**config.mk**
```make
export PLATFORM = sky130hd
export DESIGN_NAME = psum_acc
export DESIGN_NICKNAME = d
export VERILOG_FILES = /design/src/rtl/psum_acc.sv
export SDC_FILE = /design/constraint.sdc
export NUM_CORES = 1
export LEC_CHECK = 0
export BUFFER_PORTS_ARGS = -buffer_cell sky130_fd_sc_hd__buf_2
export CELL_PAD_IN_SITES_DETAIL_PLACEMENT = 1
export CELL_PAD_IN_SITES_GLOBAL_PLACEMENT = 2
export CORE_MARGIN = 3
export CORE_UTILIZATION = 33
export CTS_CLUSTER_DIAMETER = 100
export DETAILED_ROUTE_END_ITERATION = 12
export MAX_ROUTING_LAYER = met4
export PLACE_DENSITY = 0.78
export SETUP_SLACK_MARGIN = 0.2
export SYNTH_ARGS = -nofsm -noshare
export SYNTH_HDL_FRONTEND = slang
export SYNTH_SLANG_ARGS = --single-unit
```
**constraint.sdc**
```tcl
create_clock -name clk -period 3.1 [get_ports clk]
set_input_delay 0.31 -clock clk [delete_from_list [all_inputs] [get_ports clk]]
set_output_delay 0.31 -clock clk [all_outputs]
set_load 0.05 [all_outputs]
```
**src/rtl/psum_acc.sv**
```systemverilog
// Accumulates signed partial-sum beats into a saturating group total and emits one result per group.
// Latency: result valid one cycle after the last beat; in_ready = !out_valid || out_ready (stalls while a result waits).
module psum_acc #(
    parameter int bw_psum = 22,
    parameter int bw_acc  = 26,
    parameter int cnt_bw  = 5
) (
    input  logic                      clk,
    input  logic                      reset,
    input  logic signed [bw_psum-1:0] in,
    input  logic                      in_valid,
    input  logic                      in_last,
    output logic                      in_ready,
    input  logic                      relu_en,
    output logic signed [bw_acc-1:0]  out,
    output logic [cnt_bw-1:0]         out_cnt,
    output logic                      out_sat,
    output logic                      out_valid,
    input  logic                      out_ready
);

    typedef enum logic {
        EMPTY = 1'b0,
        PART  = 1'b1
    } state_t;

    localparam logic signed [bw_acc-1:0] ACC_MAX = {1'b0, {(bw_acc-1){1'b1}}};
    localparam logic signed [bw_acc-1:0] ACC_MIN = {1'b1, {(bw_acc-1){1'b0}}};
    localparam logic [cnt_bw-1:0]        CNT_MAX = {cnt_bw{1'b1}};
    localparam logic [cnt_bw-1:0]        CNT_ONE = cnt_bw'(1);

    state_t                    state_q, state_d;
    logic signed [bw_acc-1:0]  acc_q, acc_d;
    logic [cnt_bw-1:0]         cnt_q, cnt_d;
    logic                      sat_q, sat_d;
    logic signed [bw_acc-1:0]  out_q, out_d;
    logic [cnt_bw-1:0]         out_cnt_q, out_cnt_d;
    logic                      out_sat_q, out_sat_d;
    logic                      out_valid_q, out_valid_d;

    logic                      accept;
    logic                      xfer;
    logic signed [bw_acc-1:0]  in_ext;
    logic signed [bw_acc:0]    sum_wide;
    logic                      ovf;
    logic signed [bw_acc-1:0]  sum_sat;
    logic signed [bw_acc-1:0]  beat_sum;
    logic [cnt_bw-1:0]         beat_cnt;
    logic                      beat_sat;

    assign in_ready = !out_valid_q || out_ready;
    assign accept   = in_valid && in_ready;
    assign xfer     = out_valid_q && out_ready;

    assign in_ext   = {{(bw_acc-bw_psum){in[bw_psum-1]}}, in};

    // One guard bit: overflow shows up as the two top bits disagreeing.
    assign sum_wide = {acc_q[bw_acc-1], acc_q} + {in_ext[bw_acc-1], in_ext};
    assign ovf      = sum_wide[bw_acc] ^ sum_wide[bw_acc-1];
    assign sum_sat  = ovf ? (sum_wide[bw_acc] ? ACC_MIN : ACC_MAX) : sum_wide[bw_acc-1:0];

    always_comb begin
        beat_sum = in_ext;
        beat_cnt = CNT_ONE;
        beat_sat = 1'b0;
        if (state_q == PART) begin
            beat_sum = sum_sat;
            beat_cnt = (cnt_q == CNT_MAX) ? CNT_MAX : cnt_q + CNT_ONE;
            beat_sat = sat_q | ovf;
        end
    end

    always_comb begin
        state_d     = state_q;
        acc_d       = acc_q;
        cnt_d       = cnt_q;
        sat_d       = sat_q;
        out_d       = out_q;
        out_cnt_d   = out_cnt_q;
        out_sat_d   = out_sat_q;
        out_valid_d = out_valid_q;

        if (accept && in_last) begin
            state_d     = EMPTY;
            acc_d       = '0;
            cnt_d       = '0;
            sat_d       = 1'b0;
            out_d       = (relu_en && beat_sum[bw_acc-1]) ? '0 : beat_sum;
            out_cnt_d   = beat_cnt;
            out_sat_d   = beat_sat;
            out_valid_d = 1'b1;
        end else begin
            if (accept) begin
                state_d = PART;
                acc_d   = beat_sum;
                cnt_d   = beat_cnt;
                sat_d   = beat_sat;
            end
            // Result register keeps its value after hand-off; only the valid drops.
            if (xfer) begin
                out_valid_d = 1'b0;
            end
        end
    end

    always_ff @(posedge clk or posedge reset) begin
        if (reset) begin
            state_q     <= EMPTY;
            acc_q       <= '0;
            cnt_q       <= '0;
            sat_q       <= 1'b0;
            out_q       <= '0;
            out_cnt_q   <= '0;
            out_sat_q   <= 1'b0;
            out_valid_q <= 1'b0;
        end else begin
            state_q     <= state_d;
            acc_q       <= acc_d;
            cnt_q       <= cnt_d;
            sat_q       <= sat_d;
            out_q       <= out_d;
            out_cnt_q   <= out_cnt_d;
            out_sat_q   <= out_sat_d;
            out_valid_q <= out_valid_d;
        end
    end

    assign out       = out_q;
    assign out_cnt   = out_cnt_q;
    assign out_sat   = out_sat_q;
    assign out_valid = out_valid_q;

endmodule

```
-- Word-level counts from Yosys, hierarchy flattened
Index checks and enable logic that the tools add are counted.
- multiplexer cells: 17
- equality and inequality tests: 1
- reductions and logical operators: 8
- bitwise operators: 2
- add/subtract/negate cells: 2
- operator list (operator ; number):
    2-to-1 mux 26 bit ; 6
    adder 26 x 22 -> 27 bit ; 1
    2-to-1 mux 5 bit ; 4
    2-to-1 mux 1 bit ; 7
    adder 5 x 1 -> 5 bit, second input constant ; 1
    equality test 5 bit, second input constant ; 1
    logical AND 1 bit ; 4
    nonzero test 2 bit ; 2
    zero test 1 bit ; 1
    logical OR 1 bit ; 1
    OR 1 bit ; 1
    XOR 1 bit ; 1
- input bits: 28
- output and inout port bits: 34
- word-level logic and storage cells: 38
- register bits after elaboration: 66

-- Depth between registers and ports, before layout
Gate-level depths: netlist (run 1).
- word-level depth: 6
- gate-level depth with buffers: 12
- gate-level depth less buffers: 11

-- Worst setup path after synthesis (run 1)
OpenSTA, ideal clock, no wires.
- kind: flip-flop to flip-flop
- from: reg acc_q[0]
- to: reg acc_q[14]
- path buffers: 1
- arrival: 2825 ps
- setup time: 122 ps
- period minus slack after synthesis: 2947 ps
- cell stages (with the launch flop): 13
- required time: 2978 ps
- setup slack: 153 ps
- cells stage by stage: dfrtp_1 > ha_1 > fa_1 > a21o_1 > nand4_1 > a311o_1 > nand4_2 > o21ai_2 > a21oi_4 > a221oi_4 > buf_6 > o21ai_2 > a32o_1
- cells in the longest elaborated chain, start to end: 6
- elaborated cells between the ends (all ways): 7
- those cells by class: 1 x add/sub; 5 x mux; 1 x bitwise
- RTL lines (what ; RTL line ; text):
    from (decl) ; 33 ; logic signed [bw_acc-1:0] acc_q, acc_d;
    from (signal assigned) ; 109 ; acc_q <= '0;
    from (signal assigned) ; 118 ; acc_q <= acc_d;
    adder 26 x 22 -> 27 bit (*) ; 58 ; assign sum_wide = {acc_q[bw_acc-1], acc_q} + {in_ext[bw_acc-1], in_ext};
    2-to-1 mux 26 bit / XOR 1 bit (equally long branches) ; 60, 59 ;
    2-to-1 mux 26 bit (*) ; 60 ; assign sum_sat = ovf ? (sum_wide[bw_acc] ? ACC_MIN : ACC_MAX) : sum_wide[bw_acc-1:0];
    2-to-1 mux 26 bit (*) ; 66 ; if (state_q == PART) begin
    2-to-1 mux 26 bit (*) ; 93 ; if (accept) begin
    2-to-1 mux 26 bit (*) ; 83 ; if (accept && in_last) begin
Every way passes the cells marked *; elsewhere a longest branch is shown, timed or not. The select of a mux whose other input is x is not followed.
A chain may end at the register's enable or synchronous reset.

-- Worst setup path after layout (run 1)
- from: reg acc_q[12]
- to: reg out_q[15], in the netlist out[15]
- cells in the longest elaborated chain, start to end: 6
- elaborated cells between the ends (all ways): 7
- those cells by class: 1 x add/sub; 4 x mux; 1 x bitwise; 1 x reduce/logical
- RTL lines (what ; RTL line ; text):
    adder 26 x 22 -> 27 bit (*) ; 58 ;
    2-to-1 mux 26 bit / XOR 1 bit (equally long branches) ; 60, 59 ;
    2-to-1 mux 26 bit (*) ; 60 ;
    2-to-1 mux 26 bit (*) ; 66 ;
    logical AND 1 bit ; 88 ; out_d = (relu_en && beat_sum[bw_acc-1]) ? '0 : beat_sum;
    2-to-1 mux 26 bit (*) ; 88 ;
    to (signal assigned) ; 121 ; out_q <= out_d;
    to (decl) ; 36 ; logic signed [bw_acc-1:0] out_q, out_d;
Every way passes the cells marked *; elsewhere a longest branch is shown, timed or not.

==> summary.md, run 1 <==
| Metric | Value |
|---|---|
| Final sum of negative setup slack | `0 ns` |
| Combinational fraction of design power | `54.6%` |
| Cell types occupying the most area after synthesis | `sky130_fd_sc_hd__dfrtp_1, sky130_fd_sc_hd__a32o_1, sky130_fd_sc_hd__ha_1` |
| Vertical die dimension | `120 um` |
| Largest net degree at the start of global routing | `67` |
| Internal portion of total power | `2820 uW` |
| R2R depth | `14` |
| Placement-stage worst setup slack | `-0.0908 ns` |
| Number of clock sinks seen by CTS | `66` |
| Biggest fanout along the worst timing path | `6` |
| Category of the critical setup timing path | `flop to flop` |
| Switching portion of total power | `44.2%` |
| Wire length of the first global-routing pass | `21600 um` |
| Clock Tree Root | `sky130_fd_sc_hd__clkbuf_16` |
| List of cells traversed by the critical path | `ha_4, nand4_1, or3_4, a311o_1, nand4_4, o21ai_4, buf_4, buf_6, a22o_4, a21oi_4, buf_12, buf_8, o21ai_0, o21ai_1` |
| Antenna fix cells | `0` |
| Largest stage delay on the critical path | `0.40 ns` |
| Cell with the biggest individual delay on the critical path | `sky130_fd_sc_hd__dfrtp_1` |
| Number of gates on the worst path with buffers counted | `14` |
| IO Port Bufs | `61` |
| Worst Clk Skew | `0.00773 ns` |
| Top delay family on crit path | `compound AO/OA/AOI/OAI gates` |
| Async set-reset flop share out of synthesis | `100%` |
| Wire length per cell after detailed routing | `18.5 um` |
| Critical Path End Type | `flop` |
| Number of hold buffers added after cts | `0` |
| Number of max-slew violations in the final report | `0` |
| Worst Hold Margin | `about 0.23 ns` |
| Global route total overflow | `0` |
| Yosys top cell area share | `38.3%` |
| Source-to-sink clock delay at the later pin of the worst-skew pair | `~0.34 ns` |
| Ratio of cells with drive above 1 in the final layout | `about 34%` |
| Area growth from synthesis to layout | `31.1%` |
| Number of antenna violations at the first check in global routing | `0` |
| Most used DFF post-synth | `sky130_fd_sc_hd__dfrtp_1` |
| Library cells used by synthesis | `53` |
| DRT Wirelength | `13100 um` |
| Overall Global Routing Usage | `19.4%` |
| Sequential-to-total area share from yosys stat | `a little under two fifths` |
| Data required time at the worst endpoint | `3.37 ns` |
| Power per standard cell area | `892 nW/um2` |
| Startpoint kind of the worst setup timing path | `flop` |
| Post-synthesis cell count | `443` |
| Final hold vios | `0` |
| Register clock-pin slew on the reported worst setup and hold paths | `0.06 ns` |
| Reg power frac | `25.3%` |
| Chip Width | `120 um` |
| TritonCTS clock tree | `yes` |
| Total clock buffers created by CTS | `9` |
| Portion of the clock cycle consumed by the worst path in the final layout | `95.3%` |
| Count of vias placed by the detailed router | `3857` |
| Rel. slew slack | `between 30% and 40%` |
| Max-Cap Viols | `0` |
| FP Rows | `41` |
| Net switching power | `2230 uW` |
| Clock Path Buffers | `2` |
| Top-count cell post-synth | `sky130_fd_sc_hd__dfrtp_1` |
| Max IR drop VDD | `584 uV` |
| Iteration-0 DRC Markers | `187` |
| Number of warning messages in the yosys log | `0` |
| Post-Syn Area | `4310 um2` |
| Unrepaired setup endpoints after global routing | `yes` |
| Vias per Instance | `5.43` |
| Reported leakage power | `between 0.002 and 0.0025 uW` |
| Remaining DRCs | `0` |
| Outcome | `finished, final reports clean` |
| Starting utilization of the core area | `33.9%` |
| Htree depth | `3` |
| Final net count | `590` |
| Synth Area per Inst | `9.74 um2` |
| Number of enable-type register cells in the synthesized netlist | `0` |
| Ports placed on the boundary | `62` |
| Fraction of power consumed by the clock network | `20.0%` |
| Setup ws final | `0.145 ns` |
| Commonest cells in the synthesized netlist | `sky130_fd_sc_hd__dfrtp_1, sky130_fd_sc_hd__a32o_1, sky130_fd_sc_hd__nand2_1` |
| Post-Synthesis Net Count | `499` |
| Core Footprint | `12700 um2` |
| Final setup vio count | `0` |
| Largest area contributor in the netlist | `sky130_fd_sc_hd__dfrtp_1` |
| Via count of the first global-routing pass | `4135` |
| Residual antenna-violating net count after detailed routing | `0` |
| Maximum clock frequency | `0.338 GHz` |
| Number of search-and-repair iterations in the first detailed-routing pass | `4` |
| Placer's final routability congestion estimate | `0.920` |
| Arrival time of data at the critical path endpoint | `between 3 and 4 ns` |
| Critical path buffer and inverter count | `4` |
| Class of the tightest hold or removal check | `input pin to async pin` |
| Total of flip-flops plus latches after synthesis | `66` |
| Detailed-placement wirelength estimate | `9300 um` |
| Die outline area | `14500 um2` |
| Min cycle time layout | `2.95 ns` |
| Worst Max-Slew Pin Slew | `0.971 ns` |
layer usage:
metal  global-route usage (%)  wire length, um  vias up
li1                         -                -     1874
met1                     23.3             5920     1907
met2                     32.7             6560       56
met3                     3.65              367       20
met4                     7.44              267        0
met5                        -                0        -
sequential cells by signal (all words and copies together) (netlist names):
signal,cells
cnt_q,5
out,26
out_cnt,5
sat_q,1
acc_q,26
out_sat,1
state_q,1
out_valid,1
worst min-delay path: cells and delay by family:
| kind | cells | cell delay (ns) |
|---|---|---|
| buffers and inverters | 3 | 0.81 |
through the flow:
step                util [%]  cell area (um2)  instances  total power, uW
global route            44.5             5660        710             5410
floorplan                  -             4330        443             3140
finish                  44.5             5660        710             5040
detailed placement      38.9             4950        680             3780
CTS                     42.8             5450        701             4970
global placement        38.9             4950        680             3730
area by class of cell:
class | count | area, um2
clock buffer | 12 | 246
clock inverter | 3 | 40.0
fill | 1514 | 7060
inverter | 8 | 30.0
multi-input combinational | 348 | 2780
sequential | 66 | 1650
tap | 172 | 215
timing repair buffer | 101 | 691
repair_timing:
action,in CTS,in global routing
buffers inserted,6,8
gates resized for setup,27,22
setup endpoints to repair,49,50
pin swaps,9,9
cloned,0,1
endpoints found under the hold margin,0,0
path summary, 6_finish.rpt:
kind / startpoint / to / slack [ns]
worst max-delay path: acc_q[12] / out[15] / 0.15
worst min-delay path: reset / out_valid / 0.23
worst max register to register: acc_q[12] / out[15] / 0.15
worst min register to register: out_cnt[4] / out_cnt[4] / 0.48
max in group asynchronous: reset / out[16] / 2.29
min in group clk: in[0] / out[0] / 0.29
cells by family after synthesis:
group / Yosys count / share of synthesized area [%]
compound gates: 186 / 32.3
xor+xnor: 24 / 4.87
fa+ha+maj: 28 / 8.29
buf+inv: 29 / 3.13
flops: 66 / 38.3
mux: 2 / 0.522
simple gates: 108 / 12.6
cell usage in the layout (no fill, tap or decap), types with 4 or more instances in the layout:
cell type,netlist,routed
sky130_fd_sc_hd__a21o_1,8,8
sky130_fd_sc_hd__o31ai_1,4,4
sky130_fd_sc_hd__o21ai_2,17,15
sky130_fd_sc_hd__ha_1,27,14
sky130_fd_sc_hd__inv_1,7,6
sky130_fd_sc_hd__o21ai_1,8,10
sky130_fd_sc_hd__dfrtp_1,66,66
sky130_fd_sc_hd__clkbuf_16,0,10
sky130_fd_sc_hd__and3_1,4,4
sky130_fd_sc_hd__xor2_1,12,12
sky130_fd_sc_hd__ha_4,0,12
sky130_fd_sc_hd__o21a_1,5,5
sky130_fd_sc_hd__nand2_1,36,34
sky130_fd_sc_hd__nand4_1,5,5
sky130_fd_sc_hd__o21ai_0,31,27
sky130_fd_sc_hd__nand2b_1,5,5
sky130_fd_sc_hd__nor2_1,21,21
sky130_fd_sc_hd__a21oi_1,34,33
sky130_fd_sc_hd__a22o_1,11,10
sky130_fd_sc_hd__nand3_1,6,6
sky130_fd_sc_hd__o21ai_4,0,4
sky130_fd_sc_hd__buf_2,3,61
sky130_fd_sc_hd__buf_4,2,31
sky130_fd_sc_hd__a32o_1,38,38
sky130_fd_sc_hd__or2_2,19,19
sky130_fd_sc_hd__xnor2_1,12,12
power groups by stage:
stage | Clock (uW) | Sequential (uW) | Combinational [uW]
finish | 1010 | 1280 | 2760
global route | 1090 | 1310 | 3010
detailed placement | 0 | 1270 | 2510
global placement | 0 | 1260 | 2470
floorplan | 0 | 1760 | 1370
CTS | 1040 | 1270 | 2660
Power figures use the tool's default switching activity.
==> run 2: changes to the inputs <==
ABC_AREA = 1   (was default)
CORE_UTILIZATION = 30   (was 33)
MAX_ROUTING_LAYER = default   (was met4)
PLACE_DENSITY = 0.79   (was 0.78)
==> run 2 against run 1 <==
Compared with the run above: sequential power is essentially flat; maximum frequency up 13%; routed wire length is 23% higher; hold slack about the same; combinational power up 4%; critical path type unchanged; critical endpoint is now out[20].
==> summary.md, run 2 <==
| Metric | Value |
|---|---|
| Outcome | `finished, final reports clean` |
| Most common library cell in the layout ignoring fill and taps | `sky130_fd_sc_hd__nand2_1` |
| Via count of the first global-routing pass | `5160` |
| Post-Syn Area | `4890 um2` |
| Remaining DRCs | `0` |
| Vias per Instance | `4.78` |
| Post-synthesis cell count | `706` |
| Storage cell area | `approximately 1700 um2` |
| TritonCTS clock tree | `yes` |
| Residual antenna-violating net count after detailed routing | `0` |
| Clock Tree Root | `sky130_fd_sc_hd__clkbuf_16` |
| Cell with the biggest individual delay on the critical path | `sky130_fd_sc_hd__fa_1` |
| Unrepaired setup endpoints after global routing | `no` |
| Min cycle time layout | `2.62 ns` |
| Final net count | `820` |
| Reported leakage power | `0.00317 uW` |
| Ratio of cells with drive above 1 in the final layout | `18.6%` |
| Starting utilization of the core area | `a little under a third` |
| Most frequent cells in the layout | `sky130_fd_sc_hd__nand2_1, sky130_fd_sc_hd__dfrtp_1, sky130_fd_sc_hd__inv_1, sky130_fd_sc_hd__buf_2, sky130_fd_sc_hd__nand3_1` |
| XOR/XNOR Fraction of Synth Area | `about 3.6%` |
| Critical path buffer and inverter count | `0` |
| Largest stage delay on the critical path | `0.49 ns` |
| Largest net degree at the start of global routing | `39` |
| Detailed-placement wirelength estimate | `about 12000 um` |
| Max-Cap Viols | `0` |
| Portion of the clock cycle consumed by the worst path in the final layout | `between 80% and 90%` |
| Worst Clk Skew | `roughly 0.0081 ns` |
| Class of the tightest hold or removal check | `input pin to flop` |
| Global route total overflow | `0` |
| Share of synthesized cell area in and, or, nand and nor gates | `roughly two fifths` |
| Number of antenna violations at the first check in global routing | `0` |
| Htree depth | `3` |
| Synthesized-area fraction occupied by ao, oa, aoi and oai cells | `7.62%` |
| Worst Hold Margin | `0.232 ns` |
| Max IR drop VDD | `354 uV` |
| Power per standard cell area | `916 nW/um2` |
| Worst Hold Path Cells | `4` |
| Maximum clock frequency | `0.381 GHz` |
| Chip Width | `134 um` |
| Largest family of logic cells by synthesized area | `simple AND/OR/NAND/NOR gates` |
| Biggest fanout along the worst timing path | `25` |
| Final cell count without fillers | `around 990` |
| Sequential-to-total area share from yosys stat | `33.8%` |
| Data required time at the worst endpoint | `around 3.4 ns` |
| Number of max-slew violations in the final report | `0` |
| Iteration-0 DRC Markers | `136` |
| Setup ws final | `0.477 ns` |
| Top delay family on crit path | `simple AND/OR/NAND/NOR gates` |
| Total of flip-flops plus latches after synthesis | `66` |
| Final sum of negative setup slack | `0 ns` |
| Antenna fix cells | `0` |
| R2R depth | `13` |
| Placed Instance Area | `5370 um2` |
| Fraction of synthesized area in multiplexers | `0%` |
| Number of search-and-repair iterations in the first detailed-routing pass | `4` |
| Overall Global Routing Usage | `19.2%` |
| Post-Synthesis Net Count | `762` |
| Critical Path End Type | `flop` |
| Number of gates on the worst path with buffers counted | `13` |
| Number of warning messages in the yosys log | `0` |
| Startpoint kind of the worst setup timing path | `flop` |
| Number of enable-type register cells in the synthesized netlist | `0` |
| Register clock-pin slew on the reported worst setup and hold paths | `0.06 ns` |
| Layout Cell Area excl Fill | `5680 um2` |
| Final hold vios | `0` |
| IO Port Bufs | `between 60 and 70` |
| DRT Wirelength | `between 15000 and 20000 um` |
| Synth Area per Inst | `between 6 and 7 um2` |
| Arrival time of data at the critical path endpoint | `around 2.9 ns` |
| Category of the critical setup timing path | `flop to flop` |
| Wire length of the first global-routing pass | `roughly 27000 um` |
| Adder-cell share of the synthesized area | `7.32%` |
| Placer's final routability congestion estimate | `0.894` |
| Total clock buffers created by CTS | `9` |
| Area growth from synthesis to layout | `16.2%` |
| Top-count cell post-synth | `sky130_fd_sc_hd__nand2_1` |
| List of cells traversed by the critical path | `ha_1, fa_1, nand3_1, nand3_2, nand2_1, nand3_1, nand2_1, nand3_1, nand2_2, nand2_2, nand2_8, nand3_1, nand2_1` |
| Commonest cells in the synthesized netlist | `sky130_fd_sc_hd__nand2_1, sky130_fd_sc_hd__dfrtp_1, sky130_fd_sc_hd__inv_1` |
| Layout filler cell count | `2065` |
| Rel. slew slack | `35.6%` |
| Library cells used by synthesis | `36` |
| Count of vias placed by the detailed router | `approximately 4700` |
| Clock Path Buffers | `2` |
| Ports placed on the boundary | `62` |
| Wire length per cell after detailed routing | `16.4 um` |
| Worst Max-Slew Pin Slew | `0.966 ns` |
| FP Rows | `46` |
| Area used by multi-input combinational logic | `2860 um2` |
| Core Footprint | `15900 um2` |
| Cell types occupying the most area after synthesis | `sky130_fd_sc_hd__dfrtp_1, sky130_fd_sc_hd__nand2_1, sky130_fd_sc_hd__ha_1` |
| Async set-reset flop share out of synthesis | `100%` |
| Placed insts | `968` |
| Most used DFF post-synth | `sky130_fd_sc_hd__dfrtp_1` |
| Largest area contributor in the netlist | `sky130_fd_sc_hd__dfrtp_1` |
| Number of clock sinks seen by CTS | `66` |
| Cell type with the highest occurrence count on the critical path | `sky130_fd_sc_hd__nand3_1` |
| Vertical die dimension | `around 130 um` |
| Placement-stage worst setup slack | `0.277 ns` |
| Final setup vio count | `0` |
| Yosys top cell area share | `between 30% and 40%` |
| Die outline area | `17900 um2` |
| Source-to-sink clock delay at the later pin of the worst-skew pair | `between 0.3 and 0.4 ns` |
[run 2: cell types whose count changed after synthesis, moves of 15 or more]
cell and change:
sky130_fd_sc_hd__a32o_1 -38, sky130_fd_sc_hd__inv_1 +57, sky130_fd_sc_hd__nand2_1 +250, sky130_fd_sc_hd__nand2_2 +20, sky130_fd_sc_hd__nand3_1 +50, sky130_fd_sc_hd__o21ai_0 -15
sky130_fd_sc_hd__o21ai_2 -17
[run 2: worst reg2reg max path: cells and delay by family, from the launching register on]
| family | cells | cell delay [ns] |
|---|---|---|
| simple gates | 11 | 1.44 |
| fa+ha+maj | 2 | 0.73 |
| flops | 1 | 0.38 |
[run 2: layout make-up]
class	count	area share, %
Multi-Input combinational cell	552	50.3
Timing Repair Buffer	68	6.34
Tap cell	216	4.76
Clock buffer	11	4.45
Inverter	67	4.47
Clock inverter	5	0.661
Sequential cell	66	29.1
[run 2: cell families (layout without fill, tap and decap cells)]
| family | after synthesis | in the layout |
|---|---|---|
| buf+inv | 88 | 151 |
| flops | 66 | 66 |
| simple gates | 438 | 438 |
| fa+ha+maj | 28 | 28 |
| compound gates | 66 | 66 |
| xor+xnor | 20 | 20 |
[run 2: layer usage]
layer	routed length (um)	track usage [%]
met5	0	0
met4	272	5.54
met3	485	3.97
met2	7540	31.4
met1	7850	25.8
[run 2: timing repair]
action / 4_1_cts / 5_1_grt
hold endpoints to repair: 17 / 0
buffers inserted: 0 / 0
resized for setup: 0 / 1
hold buffers: 1 / 0
endpoints found under the setup margin: 0 / 25
[run 2: worst paths after layout]
path	from	end	slack [ns]
setup / recovery	acc_q[0]	out[20]	0.48
max in group asynchronous	reset	acc_q[2]	1.89
hold / removal	out_ready	out_valid	0.23
min in group asynchronous	reset	acc_q[21]	0.50
hold reg to reg	out[13]	out[13]	0.47
setup reg to reg	acc_q[0]	out[20]	0.48
[run 2: per-stage QoR]
stage | util, % | power [uW]
floorplan | - | 3520
global placement | 33.7 | 4180
detailed placement | 33.7 | 4230
CTS | 35.6 | 5280
global route | 35.6 | 5640
finish | 35.6 | 5210
[run 2: report_power, final]
group	internal [uW]	switching [uW]	leakage (uW)
clock network	587	427	0.000138
registers	1140	172	0.000843
logic	823	2060	0.00219
total	2550	2660	0.00317
